`config.mk`:
```
export PLATFORM = sky130hd
export DESIGN_NAME = pd_result_collector
export DESIGN_NICKNAME = d
export VERILOG_FILES = /design/src/rtl/pd_result_collector.sv
export SDC_FILE = /design/constraint.sdc
export NUM_CORES = 1
export LEC_CHECK = 0
export ABC_AREA = 1
export ABC_CLOCK_PERIOD_IN_PS = 6200
export CORE_UTILIZATION = 35
export CTS_CLUSTER_SIZE = 8
export DETAILED_ROUTE_END_ITERATION = 8
export GPL_TIMING_DRIVEN = 0
export PLACE_DENSITY_LB_ADDON = 0.3
export SYNTH_ARGS = -nofsm -noshare
export SYNTH_HDL_FRONTEND = slang
export SYNTH_SLANG_ARGS = --single-unit
```
`constraint.sdc`:
```
create_clock -name RGB565_PCLK -period 6.2 [get_ports RGB565_PCLK]
set_clock_uncertainty 0.15 [all_clocks]
set_input_delay 0.93 -clock RGB565_PCLK [delete_from_list [all_inputs] [get_ports RGB565_PCLK]]
set_output_delay 0.93 -clock RGB565_PCLK [all_outputs]
set_load 0.05 [all_outputs]
```
`src/rtl/pd_result_collector.sv`:
```
// Per-frame top-N collector for HOG+SVM pedestrian hits: keeps the best detections sorted,
// snapshots them at frame end and streams the snapshot out over valid/ready.
module pd_result_collector #(
    parameter int MAX_DET  = 8,
    parameter int HW       = 10,
    parameter int VW       = 10,
    parameter int GW       = 16,
    parameter int GRADE_TH = 0
) (
    input  logic          RGB565_PCLK,
    input  logic          RESETN,
    input  logic          svm_judge_res,
    input  logic [2:0]    svm_judge_res_scale,
    input  logic [HW-1:0] svm_judge_HCnt,
    input  logic [VW-1:0] svm_judge_VCnt,
    input  logic [GW-1:0] svm_judge_res_grade,
    input  logic          frame_end,
    output logic          out_valid,
    input  logic          out_ready,
    output logic [HW+1:0] out_x,
    output logic [VW+1:0] out_y,
    output logic [2:0]    out_scale,
    output logic [GW-1:0] out_grade,
    output logic          out_last,
    output logic          frame_done,
    output logic [3:0]    det_count,
    output logic [7:0]    drop_count,
    output logic          frame_overrun
);
    localparam int CW = $clog2(MAX_DET + 1);
    localparam int IW = (MAX_DET > 1) ? $clog2(MAX_DET) : 1;
    localparam logic signed [GW-1:0] TH = GW'(GRADE_TH);
    localparam logic [0:0] IDLE = 1'b0;
    localparam logic [0:0] DUMP = 1'b1;

    function automatic logic [7:0] sat_inc(input logic [7:0] v, input logic inc);
        if (inc && (v != 8'hFF)) return v + 8'd1;
        return v;
    endfunction

    // collect table
    logic signed [GW-1:0] tg_q [MAX_DET];
    logic signed [GW-1:0] tg_d [MAX_DET];
    logic [HW+1:0]        tx_q [MAX_DET];
    logic [HW+1:0]        tx_d [MAX_DET];
    logic [VW+1:0]        ty_q [MAX_DET];
    logic [VW+1:0]        ty_d [MAX_DET];
    logic [2:0]           ts_q [MAX_DET];
    logic [2:0]           ts_d [MAX_DET];
    logic [CW-1:0]        tcnt_q, tcnt_d;
    logic [7:0]           drop_q, drop_d;

    // output bank
    logic signed [GW-1:0] bg_q [MAX_DET];
    logic signed [GW-1:0] bg_d [MAX_DET];
    logic [HW+1:0]        bx_q [MAX_DET];
    logic [HW+1:0]        bx_d [MAX_DET];
    logic [VW+1:0]        by_q [MAX_DET];
    logic [VW+1:0]        by_d [MAX_DET];
    logic [2:0]           bs_q [MAX_DET];
    logic [2:0]           bs_d [MAX_DET];
    logic [CW-1:0]        bcnt_q, bcnt_d;

    logic [0:0]    state_q, state_d;
    logic [IW-1:0] idx_q, idx_d;
    logic [CW-1:0] det_q, det_d;
    logic [7:0]    dropo_q, dropo_d;
    logic          fd_q, fd_d;
    logic          ovr_q, ovr_d;

    logic signed [GW-1:0] in_grade;
    logic                 scale_ok, accept, full, insert, drop_inc, xfer, at_last;
    logic [1:0]           sh;
    logic [HW+1:0]        new_x;
    logic [VW+1:0]        new_y;
    logic [CW-1:0]        pos, icnt;
    logic [7:0]           idrop;

    // Accept, parallel compare and single-cycle insert/shift
    always_comb begin
        in_grade = svm_judge_res_grade;
        scale_ok = (svm_judge_res_scale == 3'd1) || (svm_judge_res_scale == 3'd2) ||
                   (svm_judge_res_scale == 3'd4);
        case (svm_judge_res_scale)
            3'd2:    sh = 2'd1;
            3'd4:    sh = 2'd2;
            default: sh = 2'd0;
        endcase
        new_x  = {2'b00, svm_judge_HCnt} << sh;
        new_y  = {2'b00, svm_judge_VCnt} << sh;
        accept = svm_judge_res && scale_ok && (in_grade >= TH);
        full   = (tcnt_q == CW'(MAX_DET));
        // Counting ">=" places the newcomer after every equal grade already held.
        pos = '0;
        for (int i = 0; i < MAX_DET; i++) begin
            if ((CW'(i) < tcnt_q) && (tg_q[i] >= in_grade)) pos = pos + 1'b1;
        end
        insert   = accept && !(full && (pos == CW'(MAX_DET)));
        drop_inc = svm_judge_res && (!accept || full);
        for (int i = 0; i < MAX_DET; i++) begin
            tg_d[i] = tg_q[i];
            tx_d[i] = tx_q[i];
            ty_d[i] = ty_q[i];
            ts_d[i] = ts_q[i];
        end
        if (insert) begin
            for (int i = MAX_DET - 1; i > 0; i--) begin
                if (CW'(i) > pos) begin
                    tg_d[i] = tg_q[i-1];
                    tx_d[i] = tx_q[i-1];
                    ty_d[i] = ty_q[i-1];
                    ts_d[i] = ts_q[i-1];
                end
            end
            for (int i = 0; i < MAX_DET; i++) begin
                if (CW'(i) == pos) begin
                    tg_d[i] = in_grade;
                    tx_d[i] = new_x;
                    ty_d[i] = new_y;
                    ts_d[i] = svm_judge_res_scale;
                end
            end
        end
        icnt   = (insert && !full) ? tcnt_q + 1'b1 : tcnt_q;
        idrop  = sat_inc(drop_q, drop_inc);
        tcnt_d = frame_end ? '0 : icnt;
        drop_d = frame_end ? 8'd0 : idrop;
    end

    // Snapshot: the bank takes the table including a same-cycle detection
    always_comb begin
        for (int i = 0; i < MAX_DET; i++) begin
            bg_d[i] = frame_end ? tg_d[i] : bg_q[i];
            bx_d[i] = frame_end ? tx_d[i] : bx_q[i];
            by_d[i] = frame_end ? ty_d[i] : by_q[i];
            bs_d[i] = frame_end ? ts_d[i] : bs_q[i];
        end
        bcnt_d  = frame_end ? icnt : bcnt_q;
        det_d   = frame_end ? icnt : det_q;
        dropo_d = frame_end ? idrop : dropo_q;
        fd_d    = frame_end;
    end

    // Output FSM
    always_comb begin
        xfer    = (state_q == DUMP) && out_ready;
        at_last = (CW'(idx_q) == bcnt_q - 1'b1);
        state_d = state_q;
        idx_d   = idx_q;
        ovr_d   = 1'b0;
        if (xfer) begin
            if (at_last) state_d = IDLE;
            else         idx_d   = idx_q + 1'b1;
        end
        if (frame_end) begin
            ovr_d   = (state_q == DUMP) && !(xfer && at_last);
            idx_d   = '0;
            state_d = (icnt != '0) ? DUMP : IDLE;
        end
    end

    always_ff @(posedge RGB565_PCLK) begin
        tg_q <= tg_d;
        tx_q <= tx_d;
        ty_q <= ty_d;
        ts_q <= ts_d;
        bg_q <= bg_d;
        bx_q <= bx_d;
        by_q <= by_d;
        bs_q <= bs_d;
    end

    always_ff @(posedge RGB565_PCLK or negedge RESETN) begin
        if (!RESETN) begin
            tcnt_q  <= '0;
            drop_q  <= 8'd0;
            bcnt_q  <= '0;
            state_q <= IDLE;
            idx_q   <= '0;
            det_q   <= '0;
            dropo_q <= 8'd0;
            fd_q    <= 1'b0;
            ovr_q   <= 1'b0;
        end else begin
            tcnt_q  <= tcnt_d;
            drop_q  <= drop_d;
            bcnt_q  <= bcnt_d;
            state_q <= state_d;
            idx_q   <= idx_d;
            det_q   <= det_d;
            dropo_q <= dropo_d;
            fd_q    <= fd_d;
            ovr_q   <= ovr_d;
        end
    end

    // Fields read as zero whenever nothing is being presented
    assign out_valid     = (state_q == DUMP);
    assign out_last      = out_valid && at_last;
    assign out_x         = out_valid ? bx_q[idx_q] : '0;
    assign out_y         = out_valid ? by_q[idx_q] : '0;
    assign out_scale     = out_valid ? bs_q[idx_q] : 3'd0;
    assign out_grade     = out_valid ? bg_q[idx_q] : '0;
    assign frame_done    = fd_q;
    assign det_count     = 4'(det_q);
    assign drop_count    = dropo_q;
    assign frame_overrun = ovr_q;

endmodule

```
==> qor.yml <==
outcome:
  run_status: "complete, but fails checks"
  violations: "capacitance limit, slew limit, setup timing"
setup_path:
  required_ns: 6.47
  crit_start: "svm_judge_res_grade[1]"
  critPathArrivalTime_ns: 7.06
  r2r_start: "tg_q[113]"
  worst_setup_path_start_kind: "input port"
  crit_path_frequent_cell: "ha_4"
  crit_type: "in -> reg"
  critPathCaptureType: "register"
  crit_slowest_cell: "a2111o_1"
  path_max_fanout: 8
  cp_slowest_stage_delay_ns: 0.49
grt:
  grt_max_degree: 117
  grt_pass1_wl_mm: 196
  grt_overflow: 0
  antenna_found_initial: 4
  track_usage_pct: 26.2
  grt_pass1_vias: 29500
clocking:
  cts_tree: "done"
  h-tree-depth: 3
  cts.sinks: 718
  clock_latency_ns: 0.68
  root_buffer: "clkbuf_16"
  clock_path_buffers: 3
  cts.clk_slew.worst_paths_ns: 0.05
  holdBufCountCts: 0
  numCtsBuffers: 99
floorplan:
  fp.dieArea_um2: 101000
  core_um2: 98600
  placementRows: 115
  start_util_pct: 35.4
  ioPinCount: 103
  die_w_um: 318
  chipHeight_um: 318
timing:
  worst_pin_slew_ns: 1.50
  slew-limit-headroom_pct: -0.902
  rsz0062_at_grt: "yes"
  finalHoldViolations: 0
  setup_viol_count_final: 713
  setup_tns_ns: -273.42
  maxClockFrequency_mhz: 147
  period_share_pct: 109
  report.final.slew_viol_count: 1
  min_period_ns: 6.79
  setup_ws_ns: -0.586
synth:
  syn-num-nets: 4340
  yosysUniqueCellTypes: 56
  synth-xor-area-share_pct: 0.301
  synth.most_common_cell: "nand2_1"
  async_flop_share_pct: 4.18
  synth_top_cell_area_share_pct: 29.6
  synth.largest_area_cell: "edfxtp_1"
  synth_compound_area_share_pct: 12.2
  synth.area.mux_share_pct: 0.0287
  ys_top_cells_by_area: "edfxtp_1, dfxtp_1, nand2_1"
  synth.avg_cell_area_um2: 8.39
  ys_seq_elements: 718
  syn_area_um2: 34900
  synth_edf_count: 344
  synthTopCellsByCount: "nand2_1, nor2_1, inv_1, o21ai_0"
  synthSimpleGateAreaFrac_pct: 23.2
  yosysWarnings: 0
  yosysSeqAreaShare_pct: 51.5
  synth_ff_type: "edfxtp_1"
  synth_fa_ha_area_share_pct: 5.02
  synth_top_family_by_area: "simple AND/OR/NAND/NOR gates"
  synth_cells: 4156
place:
  place_inst: 5553
  hpwl_mm: 103
  gp_congestion: 0.954
  portBuffers: 101
hold_path:
  hold_path.class: "in -> async"
detailed_routing:
  first_pass_iters: 7
  wl_per_cell_um: 23.6
  drc: 0
  wl_mm: 138
  via_count: 31500
  viasPerCell: 5.37
  ant_nets: 0
  drtIter0Drc: 3878
pwr:
  peakVddDrop_uv: 248
  p_leak_uw: 0.0193
  p_per_area_nw_per_um2: 373
  total_power_uw: 16700
layout:
  area_growth_pct: 28.1
  fin_cells: 5863
  nFillCells: 9426
  nNetsFinal: 4682
  drive_gt1_share_pct: 18.5
run:
  maxCapViolations: 2
registers in the layout, summed over array words and instances, names as in the netlist, 8 cells and up:
name,cells
bg_q,128
bs_q,24
bx_q,96
by_q,96
drop_count,8
drop_q,8
tg_q,128
ts_q,24
tx_q,96
ty_q,96
stage by stage:
stage | cell area [µm²] | hold slack, ns | worst slack (ns) | util [%]
6_report | 44700 | 0.180 | -0.586 | 45.3
5_1_grt | 44700 | 0.221 | -0.758 | 45.3
4_1_cts | 43200 | 0.317 | -0.493 | 43.8
3_5_place_dp | 38500 | 0.303 | -3.38 | 39.0
3_3_place_gp | 38300 | 0.304 | -9.01 | 38.9
2_1_floorplan | 35700 | 0.284 | -0.504 | -
critical path: cells and delay by family:
family / cells / cell delay (ns)
buffers and inverters: 11 / 1.15
and+or+nand+nor: 21 / 2.12
AOI/OAI and AO/OA: 6 / 1.13
adders and majority gates: 7 / 1.68
cell type report:
| type | count | area [µm²] | area share, % |
|---|---|---|---|
| Clock buffer | 173 | 2810 | 6.29 |
| Sequential cell | 718 | 18000 | 40.2 |
| Tap cell | 1287 | 1610 | 3.61 |
| Antenna cell | 1 | 2.50 | 0.00560 |
| Multi-Input combinational cell | 2803 | 15800 | 35.4 |
| Clock inverter | 5 | 109 | 0.244 |
| Buffer | 251 | 2090 | 4.69 |
| Timing Repair Buffer | 242 | 2700 | 6.04 |
| Inverter | 383 | 1560 | 3.48 |
cell usage in the layout, fill, tap and decap left out, drive strengths merged, types with 140 or more instances in the layout:
cell / synthesis / layout
dfxtp: 344 / 344
inv: 382 / 364
nor2: 421 / 421
nand3: 312 / 312
buf: 139 / 276
ha: 140 / 140
clkbuf: 113 / 305
o21ai: 479 / 479
nand2: 949 / 949
edfxtp: 344 / 344
a21oi: 170 / 170
power breakdown:
part	internal, µW	switching, µW	leakage, µW
Sequential	6450	654	0.00666
Clock	3040	2130	0.00138
Combinational	1550	2840	0.0113
final timing paths:
path / end / slack [ns] / depth (start not counted)
hold reg to reg: tg_q[80] / 0.32 / 2
min in group RGB565_PCLK: tg_q[80] / 0.32 / 2
setup / recovery: bs_q[15] / -0.59 / 45
setup reg to reg: bs_q[15] / -0.44 / 42
hold / removal: drop_q[3] / 0.18 / 1
max in group asynchronous: drop_q[5] / 5.28 / 1
timing repair:
item	4_1_cts	5_1_grt
pin swaps	36	66
setup buffers	87	31
gates cloned	3	13
endpoints found under the setup margin	729	710
resized for setup	339	262
cells by family after synthesis:
group | Yosys count
simple gates | 1867
compound gates | 783
flops | 718
buf+inv | 635
fa+ha+maj | 140
xor+xnor | 12
mux | 1
per-layer routing:
metal | track usage, % | vias up | wire length, µm
met5 | 0 | - | 0
met4 | 10.7 | 0 | 5780
met3 | 5.17 | 285 | 14600
met2 | 39.3 | 1608 | 59200
met1 | 36.9 | 14900 | 58700
li1 | - | 14700 | -
No activity file was read; power rests on OpenSTA's default activity.
